File: config.mk
export PLATFORM = sky130hd
export DESIGN_NAME = memory_access_unit_flat
export DESIGN_NICKNAME = d
export VERILOG_FILES = /design/src/rtl/mem_access_pkg.sv /design/src/rtl/mem_access_if.sv /design/src/rtl/mem_read_assembler.sv /design/src/rtl/memory_access_unit.sv /design/src/flat_wrapper.sv
export SDC_FILE = /design/constraint.sdc
export NUM_CORES = 1
export LEC_CHECK = 0
export CORE_AREA = 4 4 118 120
export CTS_CLUSTER_DIAMETER = 60
export DETAILED_ROUTE_END_ITERATION = 10
export DIE_AREA = 0 0 122 124
export PLACE_DENSITY_LB_ADDON = 0.15
export SLEW_MARGIN = 20
export SYNTH_ARGS = -nofsm -noshare
export SYNTH_HDL_FRONTEND = slang
export SYNTH_SLANG_ARGS = --single-unit
File: constraint.sdc
create_clock -name clk -period 5.8 [get_ports clk]
set_clock_uncertainty 0.15 [all_clocks]
set_input_delay 1.16 -clock clk [delete_from_list [all_inputs] [get_ports clk]]
set_output_delay 1.16 -clock clk [all_outputs]
set_load 0.02 [all_outputs]
File: src/rtl/mem_access_pkg.sv
// Shared definitions for the memory access unit.
//   - transfer size encodings (Size field)
//   - FSM state encodings
//   - size_to_bytes(): byte count for a Size code
package mem_access_pkg;

    localparam logic [1:0] SZ_BYTE = 2'b00;
    localparam logic [1:0] SZ_HALF = 2'b01;
    localparam logic [1:0] SZ_WORD = 2'b10;

    localparam logic [1:0] ST_IDLE  = 2'd0;
    localparam logic [1:0] ST_XFER  = 2'd1;
    localparam logic [1:0] ST_DRAIN = 2'd2;
    localparam logic [1:0] ST_DONE  = 2'd3;

    // Size 2'b11 is treated as a word access.
    function automatic logic [2:0] size_to_bytes(input logic [1:0] size);
        case (size)
            SZ_BYTE: size_to_bytes = 3'd1;
            SZ_HALF: size_to_bytes = 3'd2;
            default: size_to_bytes = 3'd4;
        endcase
    endfunction

endpackage

File: src/rtl/mem_access_if.sv
// Bus bundle between the control unit / memory and the memory access unit.
//   Control side : start, write, size, address, wr_data -> unit; rd_data, busy, done <- unit
//   Memory side  : mem_addr, mem_data_out, mem_cs, mem_wr <- unit; mem_data_in -> unit
// The unit uses the slave modport; the environment (control unit plus memory) uses master.
interface mem_access_if #(
    parameter int unsigned ADDR_WIDTH = 16
);
    logic                  start;
    logic                  write;
    logic [1:0]            size;
    logic [ADDR_WIDTH-1:0] address;
    logic [31:0]           wr_data;
    logic [31:0]           rd_data;
    logic                  busy;
    logic                  done;
    logic [ADDR_WIDTH-1:0] mem_addr;
    logic [7:0]            mem_data_out;
    logic [7:0]            mem_data_in;
    logic                  mem_cs;
    logic                  mem_wr;

    modport slave (
        input  start, write, size, address, wr_data, mem_data_in,
        output rd_data, busy, done, mem_addr, mem_data_out, mem_cs, mem_wr
    );

    modport master (
        output start, write, size, address, wr_data, mem_data_in,
        input  rd_data, busy, done, mem_addr, mem_data_out, mem_cs, mem_wr
    );

endinterface

File: src/rtl/mem_read_assembler.sv
// Read-data assembler: tracks which byte lane each read issue belongs to through a
// RD_LATENCY-deep pipeline and drops the returning memory byte into that lane of a
// 32-bit shadow register.
//   clk, rst          clock, async active-high reset
//   clear_i           zero the shadow register (new transfer accepted)
//   issue_valid_i     a read byte is being issued this cycle
//   issue_lane_i      lane index of that issue
//   mem_data_in_i     byte returned by memory
//   shadow_next_o     next-state shadow value, so the top can load a complete word
//                     in the same edge the last byte is captured
module mem_read_assembler #(
    parameter int unsigned RD_LATENCY = 1
) (
    input  logic        clk,
    input  logic        rst,
    input  logic        clear_i,
    input  logic        issue_valid_i,
    input  logic [1:0]  issue_lane_i,
    input  logic [7:0]  mem_data_in_i,
    output logic [31:0] shadow_next_o
);

    logic [RD_LATENCY-1:0] pipe_valid_q;
    logic [1:0]            pipe_lane_q [RD_LATENCY];
    logic [31:0]           shadow_q;

    always_ff @(posedge clk or posedge rst) begin
        if (rst) begin
            pipe_valid_q <= '0;
            for (int i = 0; i < RD_LATENCY; i++) begin
                pipe_lane_q[i] <= '0;
            end
            shadow_q <= '0;
        end else begin
            pipe_valid_q[0] <= issue_valid_i;
            pipe_lane_q[0]  <= issue_lane_i;
            for (int i = 1; i < RD_LATENCY; i++) begin
                pipe_valid_q[i] <= pipe_valid_q[i-1];
                pipe_lane_q[i]  <= pipe_lane_q[i-1];
            end
            shadow_q <= shadow_next_o;
        end
    end

    // The last pipeline stage lines up with the cycle memory presents the byte.
    always_comb begin
        shadow_next_o = shadow_q;
        if (clear_i) begin
            shadow_next_o = '0;
        end else if (pipe_valid_q[RD_LATENCY-1]) begin
            shadow_next_o[{pipe_lane_q[RD_LATENCY-1], 3'b000} +: 8] = mem_data_in_i;
        end
    end

endmodule

File: src/rtl/memory_access_unit.sv
// Memory access unit: runs 1/2/4-byte little-endian reads and writes against a
// byte-wide memory, one byte per cycle, with a start/busy/done handshake.
//   clk   rising-edge clock
//   rst   asynchronous active-high reset
//   bus   mem_access_if slave: control handshake plus memory bus, all outputs registered
module memory_access_unit
    import mem_access_pkg::*;
#(
    parameter int unsigned ADDR_WIDTH = 16,
    parameter int unsigned RD_LATENCY = 1
) (
    input  logic         clk,
    input  logic         rst,
    mem_access_if.slave  bus
);

    localparam logic [1:0] DrainLast = 2'(RD_LATENCY - 1);

    logic [1:0]            state_q, state_d;
    logic [1:0]            cnt_q, cnt_d;       // lane of the byte currently on the bus
    logic [1:0]            last_q, last_d;     // N-1
    logic                  write_q, write_d;
    logic [ADDR_WIDTH-1:0] base_q, base_d;
    logic [31:0]           wdata_q, wdata_d;
    logic [1:0]            drain_q, drain_d;
    logic                  busy_q, busy_d;
    logic                  done_q, done_d;
    logic                  cs_q, cs_d;
    logic                  wr_q, wr_d;
    logic [ADDR_WIDTH-1:0] maddr_q, maddr_d;
    logic [7:0]            mdout_q, mdout_d;
    logic [31:0]           rd_data_q, rd_data_d;

    logic                  clear;
    logic [1:0]            k_next;
    logic [31:0]           shadow_next;

    function automatic logic [31:0] lane_mask(input logic [1:0] last);
        case (last)
            2'd0:    lane_mask = 32'h0000_00ff;
            2'd1:    lane_mask = 32'h0000_ffff;
            default: lane_mask = 32'hffff_ffff;
        endcase
    endfunction

    mem_read_assembler #(
        .RD_LATENCY (RD_LATENCY)
    ) u_assembler (
        .clk           (clk),
        .rst           (rst),
        .clear_i       (clear),
        .issue_valid_i (cs_q & ~wr_q),
        .issue_lane_i  (cnt_q),
        .mem_data_in_i (bus.mem_data_in),
        .shadow_next_o (shadow_next)
    );

    assign k_next = cnt_q + 2'd1;

    always_comb begin
        state_d   = state_q;
        cnt_d     = cnt_q;
        last_d    = last_q;
        write_d   = write_q;
        base_d    = base_q;
        wdata_d   = wdata_q;
        drain_d   = drain_q;
        busy_d    = busy_q;
        done_d    = 1'b0;
        cs_d      = cs_q;
        wr_d      = wr_q;
        maddr_d   = maddr_q;
        mdout_d   = mdout_q;
        rd_data_d = rd_data_q;
        clear     = 1'b0;

        case (state_q)
            ST_IDLE: begin
                if (bus.start) begin
                    state_d = ST_XFER;
                    write_d = bus.write;
                    last_d  = 2'(size_to_bytes(bus.size) - 3'd1);
                    base_d  = bus.address;
                    wdata_d = bus.wr_data;
                    cnt_d   = 2'd0;
                    busy_d  = 1'b1;
                    cs_d    = 1'b1;
                    wr_d    = bus.write;
                    maddr_d = bus.address;
                    mdout_d = bus.write ? bus.wr_data[7:0] : 8'h00;
                    clear   = 1'b1;
                end
            end
            ST_XFER: begin
                if (cnt_q == last_q) begin
                    cs_d    = 1'b0;
                    wr_d    = 1'b0;
                    mdout_d = 8'h00;
                    if (write_q) begin
                        state_d = ST_DONE;
                        busy_d  = 1'b0;
                        done_d  = 1'b1;
                    end else begin
                        state_d = ST_DRAIN;
                        drain_d = 2'd0;
                    end
                end else begin
                    cnt_d   = k_next;
                    maddr_d = base_q + ADDR_WIDTH'(k_next);
                    mdout_d = write_q ? wdata_q[{k_next, 3'b000} +: 8] : 8'h00;
                end
            end
            ST_DRAIN: begin
                if (drain_q == DrainLast) begin
                    state_d   = ST_DONE;
                    busy_d    = 1'b0;
                    done_d    = 1'b1;
                    // Last byte lands this edge; take the bypassed shadow value.
                    rd_data_d = shadow_next & lane_mask(last_q);
                end else begin
                    drain_d = drain_q + 2'd1;
                end
            end
            ST_DONE: begin
                state_d = ST_IDLE;
            end
            default: begin
                state_d = ST_IDLE;
            end
        endcase
    end

    always_ff @(posedge clk or posedge rst) begin
        if (rst) begin
            state_q   <= ST_IDLE;
            cnt_q     <= '0;
            last_q    <= '0;
            write_q   <= 1'b0;
            base_q    <= '0;
            wdata_q   <= '0;
            drain_q   <= '0;
            busy_q    <= 1'b0;
            done_q    <= 1'b0;
            cs_q      <= 1'b0;
            wr_q      <= 1'b0;
            maddr_q   <= '0;
            mdout_q   <= '0;
            rd_data_q <= '0;
        end else begin
            state_q   <= state_d;
            cnt_q     <= cnt_d;
            last_q    <= last_d;
            write_q   <= write_d;
            base_q    <= base_d;
            wdata_q   <= wdata_d;
            drain_q   <= drain_d;
            busy_q    <= busy_d;
            done_q    <= done_d;
            cs_q      <= cs_d;
            wr_q      <= wr_d;
            maddr_q   <= maddr_d;
            mdout_q   <= mdout_d;
            rd_data_q <= rd_data_d;
        end
    end

    assign bus.busy         = busy_q;
    assign bus.done         = done_q;
    assign bus.mem_cs       = cs_q;
    assign bus.mem_wr       = wr_q;
    assign bus.mem_addr     = maddr_q;
    assign bus.mem_data_out = mdout_q;
    assign bus.rd_data      = rd_data_q;

endmodule

File: src/flat_wrapper.sv
// flat-port wrapper written by rule: the top's interface ports become plain ports
module memory_access_unit_flat import mem_access_pkg::*;
#(
    parameter int unsigned ADDR_WIDTH = 16,
    parameter int unsigned RD_LATENCY = 1
)
  (clk, rst, bus_start, bus_write, bus_size, bus_address, bus_wr_data, bus_mem_data_in, bus_rd_data, bus_busy, bus_done, bus_mem_addr, bus_mem_data_out, bus_mem_cs, bus_mem_wr);
  mem_access_if #(.ADDR_WIDTH(ADDR_WIDTH)) bus_i ();
  input  logic clk;
  input  logic rst;
  input wire logic [$bits(bus_i.start)-1:0] bus_start;
  input wire logic [$bits(bus_i.write)-1:0] bus_write;
  input wire logic [$bits(bus_i.size)-1:0] bus_size;
  input wire logic [$bits(bus_i.address)-1:0] bus_address;
  input wire logic [$bits(bus_i.wr_data)-1:0] bus_wr_data;
  input wire logic [$bits(bus_i.mem_data_in)-1:0] bus_mem_data_in;
  output wire logic [$bits(bus_i.rd_data)-1:0] bus_rd_data;
  output wire logic [$bits(bus_i.busy)-1:0] bus_busy;
  output wire logic [$bits(bus_i.done)-1:0] bus_done;
  output wire logic [$bits(bus_i.mem_addr)-1:0] bus_mem_addr;
  output wire logic [$bits(bus_i.mem_data_out)-1:0] bus_mem_data_out;
  output wire logic [$bits(bus_i.mem_cs)-1:0] bus_mem_cs;
  output wire logic [$bits(bus_i.mem_wr)-1:0] bus_mem_wr;
  assign bus_i.start = bus_start;
  assign bus_i.write = bus_write;
  assign bus_i.size = bus_size;
  assign bus_i.address = bus_address;
  assign bus_i.wr_data = bus_wr_data;
  assign bus_i.mem_data_in = bus_mem_data_in;
  assign bus_rd_data = bus_i.rd_data;
  assign bus_busy = bus_i.busy;
  assign bus_done = bus_i.done;
  assign bus_mem_addr = bus_i.mem_addr;
  assign bus_mem_data_out = bus_i.mem_data_out;
  assign bus_mem_cs = bus_i.mem_cs;
  assign bus_mem_wr = bus_i.mem_wr;
  memory_access_unit #(.ADDR_WIDTH(ADDR_WIDTH), .RD_LATENCY(RD_LATENCY)) u_core (.clk(clk), .rst(rst), .bus(bus_i));
endmodule
After elaboration in Yosys (flattened, before gate mapping)
Index checks and enable logic that the tools add are counted.

operators by class
  bitwise operators = 3
  eq/ne operators = 13
  multiplexer cells = 44
  add/sub/neg operators = 5
  shift-type cells = 3
  reductions and logical operators = 15

operator list
  cell                                                                    count
  32-bit two-way mux                                                      4
  32-bit one-hot mux with 2 select lines                                  1
  32-bit bitwise AND                                                      1
  32-bit bitwise mux                                                      1
  16-bit two-way mux                                                      2
  8-bit two-way mux                                                       4
  16-bit one-hot mux with 2 select lines                                  1
  8-bit by 7-bit variable shift with 32-bit output, first input constant  1
  32-bit by 6-bit variable part select with 8-bit output                  1
  8-bit by 7-bit variable part select with 32-bit output                  1
  2-bit two-way mux                                                       10
  16-bit by 2-bit adder with 16-bit output                                1
  8-bit one-hot mux with 2 select lines                                   1
  1-bit two-way mux                                                       12
  2-bit one-hot mux with 2 select lines                                   3
  3-bit AND reduction                                                     3
  2-bit zero test                                                         4
  2-bit != test, second input constant                                    4
  2-bit one-hot mux with 4 select lines                                   1
  5-bit negation with 7-bit output                                        1
  2-bit by 1-bit equality test with 1-bit output, second input constant   3
  2-bit by 1-bit != test with 1-bit output, second input constant         3
  1-bit one-hot mux with 2 select lines                                   3
  2-bit AND reduction                                                     3
  other kinds (11)                                                        14

storage, ports and cells
  input port bits = 62
  flip-flop bits (word level) = 152
  logic and storage cells = 100
  output and inout port bits = 60

Logic depth before layout (Yosys ltp)
  word-level depth = 6
  depth in mapped cells = 10
  depth with buffers taken out = 8

Cells and area by module
Synthesis repeated with hierarchy kept, for this count alone.

second synthesis, totals
  cells, all modules = 601
  area, all modules = 6887.9 µm²

by module, submodules not included
  module              seq. area each (µm²)  instances  area an instance (µm²)  cells an instance
  memory_access_unit  2927.8                1          5327.6                  449
  mem_read_assembler  875.8                 1          1560.2                  152

Worst setup path before layout
Ideal clock, no wire load.

  path type = input port to flip-flop
  start = in bus_start
  end = reg u_core.maddr_q[14], in the netlist u_core.bus.mem_addr[14]
  arrival time = 2.242 ns
  data required time = 5.527 ns
  path buffers = 3
  library setup time = 0.123 ns
  slack = 3.285 ns
  stages on the path = 7
  cell sequence = buf_4 -> and2_1 -> buf_4 -> a21oi_1 -> buf_2 -> or3_4 -> o221a_1

between the ends
  longest elaborated chain between the ends = 2

ends and longest elaborated chain
  item                                  line                       RTL
  from (decl)                           flat_wrapper.sv:11         input wire logic [$bits(bus_i.start)-1:0] bus_start;
  2-bit != test (no source line)        n/a
  3-bit AND reduction (no source line)  n/a
  to (signal assigned)                  memory_access_unit.sv:161  maddr_q <= maddr_d;
  to (decl)                             memory_access_unit.sv:30   logic [ADDR_WIDTH-1:0] maddr_q, maddr_d;

Every way passes these cells.
A chain may end at the register's enable or synchronous reset.

Worst setup path after layout
  start = in bus_start
  end = reg u_core.rd_data_q[9], in the netlist u_core.bus.rd_data[9]

between the ends
  longest elaborated chain between the ends = 4

ends and longest elaborated chain
  item                       line                       RTL
  1-bit two-way mux          memory_access_unit.sv:79   if (bus.start) begin
  1-bit two-way mux          memory_access_unit.sv:77   case (state_q)
  32-bit two-way mux         mem_read_assembler.sv:48   if (clear_i) begin
  net u_core.shadow_next[9]  memory_access_unit.sv:36   logic [31:0] shadow_next;
  32-bit bitwise AND         memory_access_unit.sv:119  rd_data_d = shadow_next & lane_mask(last_q);
  to (signal assigned)       memory_access_unit.sv:163  rd_data_q <= rd_data_d;
  to (decl)                  memory_access_unit.sv:32   logic [31:0] rd_data_q, rd_data_d;

The timed path passes the listed nets, and every way through them passes these cells.

==> impl_results.md <==
- Result of the run: completed
- HP Class: register to register
- Gpl congestion: between 0.8 and 0.9
- Drt wl/cell: roughly 17 um
- H-tree depth: 4
- Synth area leaders: dfrtp_1, nand2_1, a22oi_1
- Overflow after GRT: 0
- Post-CTS Hold Fix Bufs: 0
- Die Height: approximately 120 um
- Clock buffer depth: 2
- Worst-path clk slew: about 60 ps
- Netlist Area Pre-Place: about 6700 um^2
- Main flop type after synthesis: dfrtp_1
- Initial Util: 51.7%
- Crit. End Element: register
- Die Width: ~120 um
- Share of the synthesized area in the top cell type: between 50% and 60%
- Unique masters post-synth: approximately 50
- Ant diodes: 0
- Max-Cap Viols: 0
- Port Buffers: 121
- Setup TNS Final: 0 ps
- Max-slew violation count: 0
- Mapped Cells: between 600 and 700
- First-pass GRT wire length: about 26000 um
- Synth Net Count: between 700 and 800
- Layout cells sized above 1: about 6.9%
- Flops & latches, synth: 152
- Final hold vios: 0
- Unrepaired setup endpoints after global routing: no
- Vias per cell: between 5 and 6
- Post-CTS setup buffer count: 0
- Cell taking the most area after synthesis: dfrtp_1
- WL final: 15900 um
- Post-layout minimum cycle time: between 3000 and 4000 ps
- Setup WS pre-CTS: 2290 ps
- First DRT Iteration DRCs: roughly 500
- Final WS setup: 2710 ps
- Die footprint: about 15000 um^2
- Post-synth EDFFs: 0
- Core ar.: 13000 um^2
- Final ANT Viol Nets: 0
- WL met2: 8130 um
- Crit start category: primary input
- Metal-1 WL: 6730 um
- # nets final: about 840
- Inserted Clock Buffers: 17
- DR top layer: met4
- DRC: 0
- Vias in the first global route: ~5300
- Synth warn: 0
- Critical Path RT: approximately 6000 ps
- Max-slew headroom: between 30% and 40%
- Post-DP HPWL: 10700 um
- Lkg Pwr: 0.00403 uW
- # setup viols final: 0
- Flip-flop and latch area: ~3800 um^2
- Final worst path period share: 53.2%
- Pwr Total: ~4600 uW
- FMAX: ~320 MHz
- Syn Area/Cell: just over 10 um^2
- Largest net degree at the start of global routing: 95
- Clk sinks: between 150 and 200
- Slew @ Worst Pin: between 1000 and 1500 ps
- Multi-input gate area: 2680 um^2
- # resized after CTS: 0
- Critical Path AT: between 3000 and 4000 ps
- Filler Cell Count: ~1100
- Crit path kind: primary input to register
- CTS tree: built
- Clk_lat worst skew: ~420 ps
- Initial antenna violation count: 0
- Met3 WL: 810 um
- Worst vdd ir: between 0.2 and 0.3 mV
- Sequential share of the synthesized area: 56.7%
- Drt first pass iters: 5
- Asr flop ratio synth: between 90% and 100%
- Vias: ~5200
- Area Growth Syn to Fin: 29.1%
- Max FO, Critical Path: 94
- Root buf cell: clkbuf_16
- Gr usage total: 22.0%
- IO Count: 122
- PwrDens: about 530 nW/um^2
- Core Rows: 42
[logic make-up (layout without fill, tap and decap cells)]
family,Yosys count,count (layout),share of synthesized area (%)
flip-flops,152,152,56.7
AO/OA/AOI/OAI,125,125,13.2
AND/OR/NAND/NOR,279,279,17.2
adder cells (fa/ha/maj),13,13,2.54
buffers and inverters,51,173,3.32
XOR/XNOR,16,16,2.20
multiplexers,22,22,4.79
[metrics by stage]
| stage | utilization [%] | instances | instance area (um^2) | hold slack (ps) |
|---|---|---|---|---|
| finish | 66.7 | 956 | 8660 | 321 |
| floorplan | - | 658 | 6710 | 224 |
| detailed placement | 61.8 | 926 | 8030 | 310 |
| CTS | 66.7 | 956 | 8660 | 325 |
| global placement | 61.8 | 926 | 8030 | 303 |
| global route | 66.7 | 956 | 8660 | 337 |
[synth_stat cells, types with 2 or more instances]
master    count
buf_1         7
o221ai_1      2
ha_1         12
nand2_1     201
o21ai_0      32
nor3_1        3
nor2_1       47
o31ai_1      10
inv_1        16
xor2_1        9
mux2i_1      13
nor3_2        2
buf_2        10
nor2b_1       2
buf_4         3
and2_1        2
a21oi_1       6
nand3_1       7
mux4_2        8
clkbuf_1     14
dfrtp_1     152
a22oi_1      40
nand4_1       2
a22o_1       25
xnor2_1       6
and3_1        4
[power by group]
| part | internal, uW | total, uW | switching (uW) |
|---|---|---|---|
| logic | 726 | 1710 | 986 |
| clock network | 779 | 1190 | 410 |
| registers | 1420 | 1700 | 276 |
| total | 2930 | 4600 | 1670 |
[path summary, 6_finish.rpt]
check	startpoint	end	slack [ps]	cells after the start
worst max register to register	u_core.state_q[1]	u_core.bus.mem_addr[14]	2960	5
worst max-delay path	bus_start	u_core.bus.rd_data[9]	2710	5
max in group asynchronous	rst	u_core.bus.mem_data_out[5]	3370	3
worst min register to register	u_core.wdata_q[21]	u_core.wdata_q[21]	320	2
worst min-delay path	u_core.wdata_q[21]	u_core.wdata_q[21]	320	2
min in group asynchronous	rst	u_core.bus.rd_data[2]	1010	2
[per-layer routing]
| metal | vias to the layer above | global-route usage, % |
|---|---|---|
| met5 | - | 0 |
| met4 | 0 | 7.56 |
| met3 | 16 | 5.40 |
| met2 | 170 | 37.1 |
| met1 | 2546 | 27.9 |
| li1 | 2465 | - |
[layout make-up]
| type | instances | share of cell area, % |
|---|---|---|
| clock inverters | 9 | 1.99 |
| multi-input cells | 455 | 31.0 |
| repair buffers | 127 | 14.5 |
| flip-flops and latches | 152 | 43.9 |
| well taps | 176 | 2.54 |
| clock buffers | 21 | 5.32 |
| inverters | 16 | 0.751 |
[state kept, by name, indices dropped and copies added (netlist names), 2 cells and up]
name                            flops
u_core.base_q                      16
u_core.bus.mem_addr                16
u_core.bus.mem_data_out             8
u_core.bus.rd_data                 32
u_core.cnt_q                        2
u_core.drain_q                      2
u_core.last_q                       2
u_core.state_q                      2
u_core.u_assembler.pipe_lane_q      2
u_core.u_assembler.shadow_q        32
u_core.wdata_q                     32
[worst max-delay path: stages]
cell	delay (ps)
clkdlybuf4s50_1	670
and2_2	220
buf_4	740
nor2_1	170
a22o_1	240
[placed cells by master, fill, tap and decap left out, drive strengths merged, types with 2 or more instances in the layout]
master,count
nor2,48
bufinv,5
a21oi,6
xor2,9
clkbuf,21
nor2b,2
and3,4
dfrtp,152
o221ai,2
clkinv,3
nor3,5
xnor2,7
clkdlybuf4s50,121
nand3,7
nand4,2
o31ai,10
and2,3
a22o,25
o21ai,33
nand2,202
ha,12
inv,16
a22oi,40
mux4,8
buf,6
mux2i,13
No activity file was read; power rests on OpenSTA's default activity.
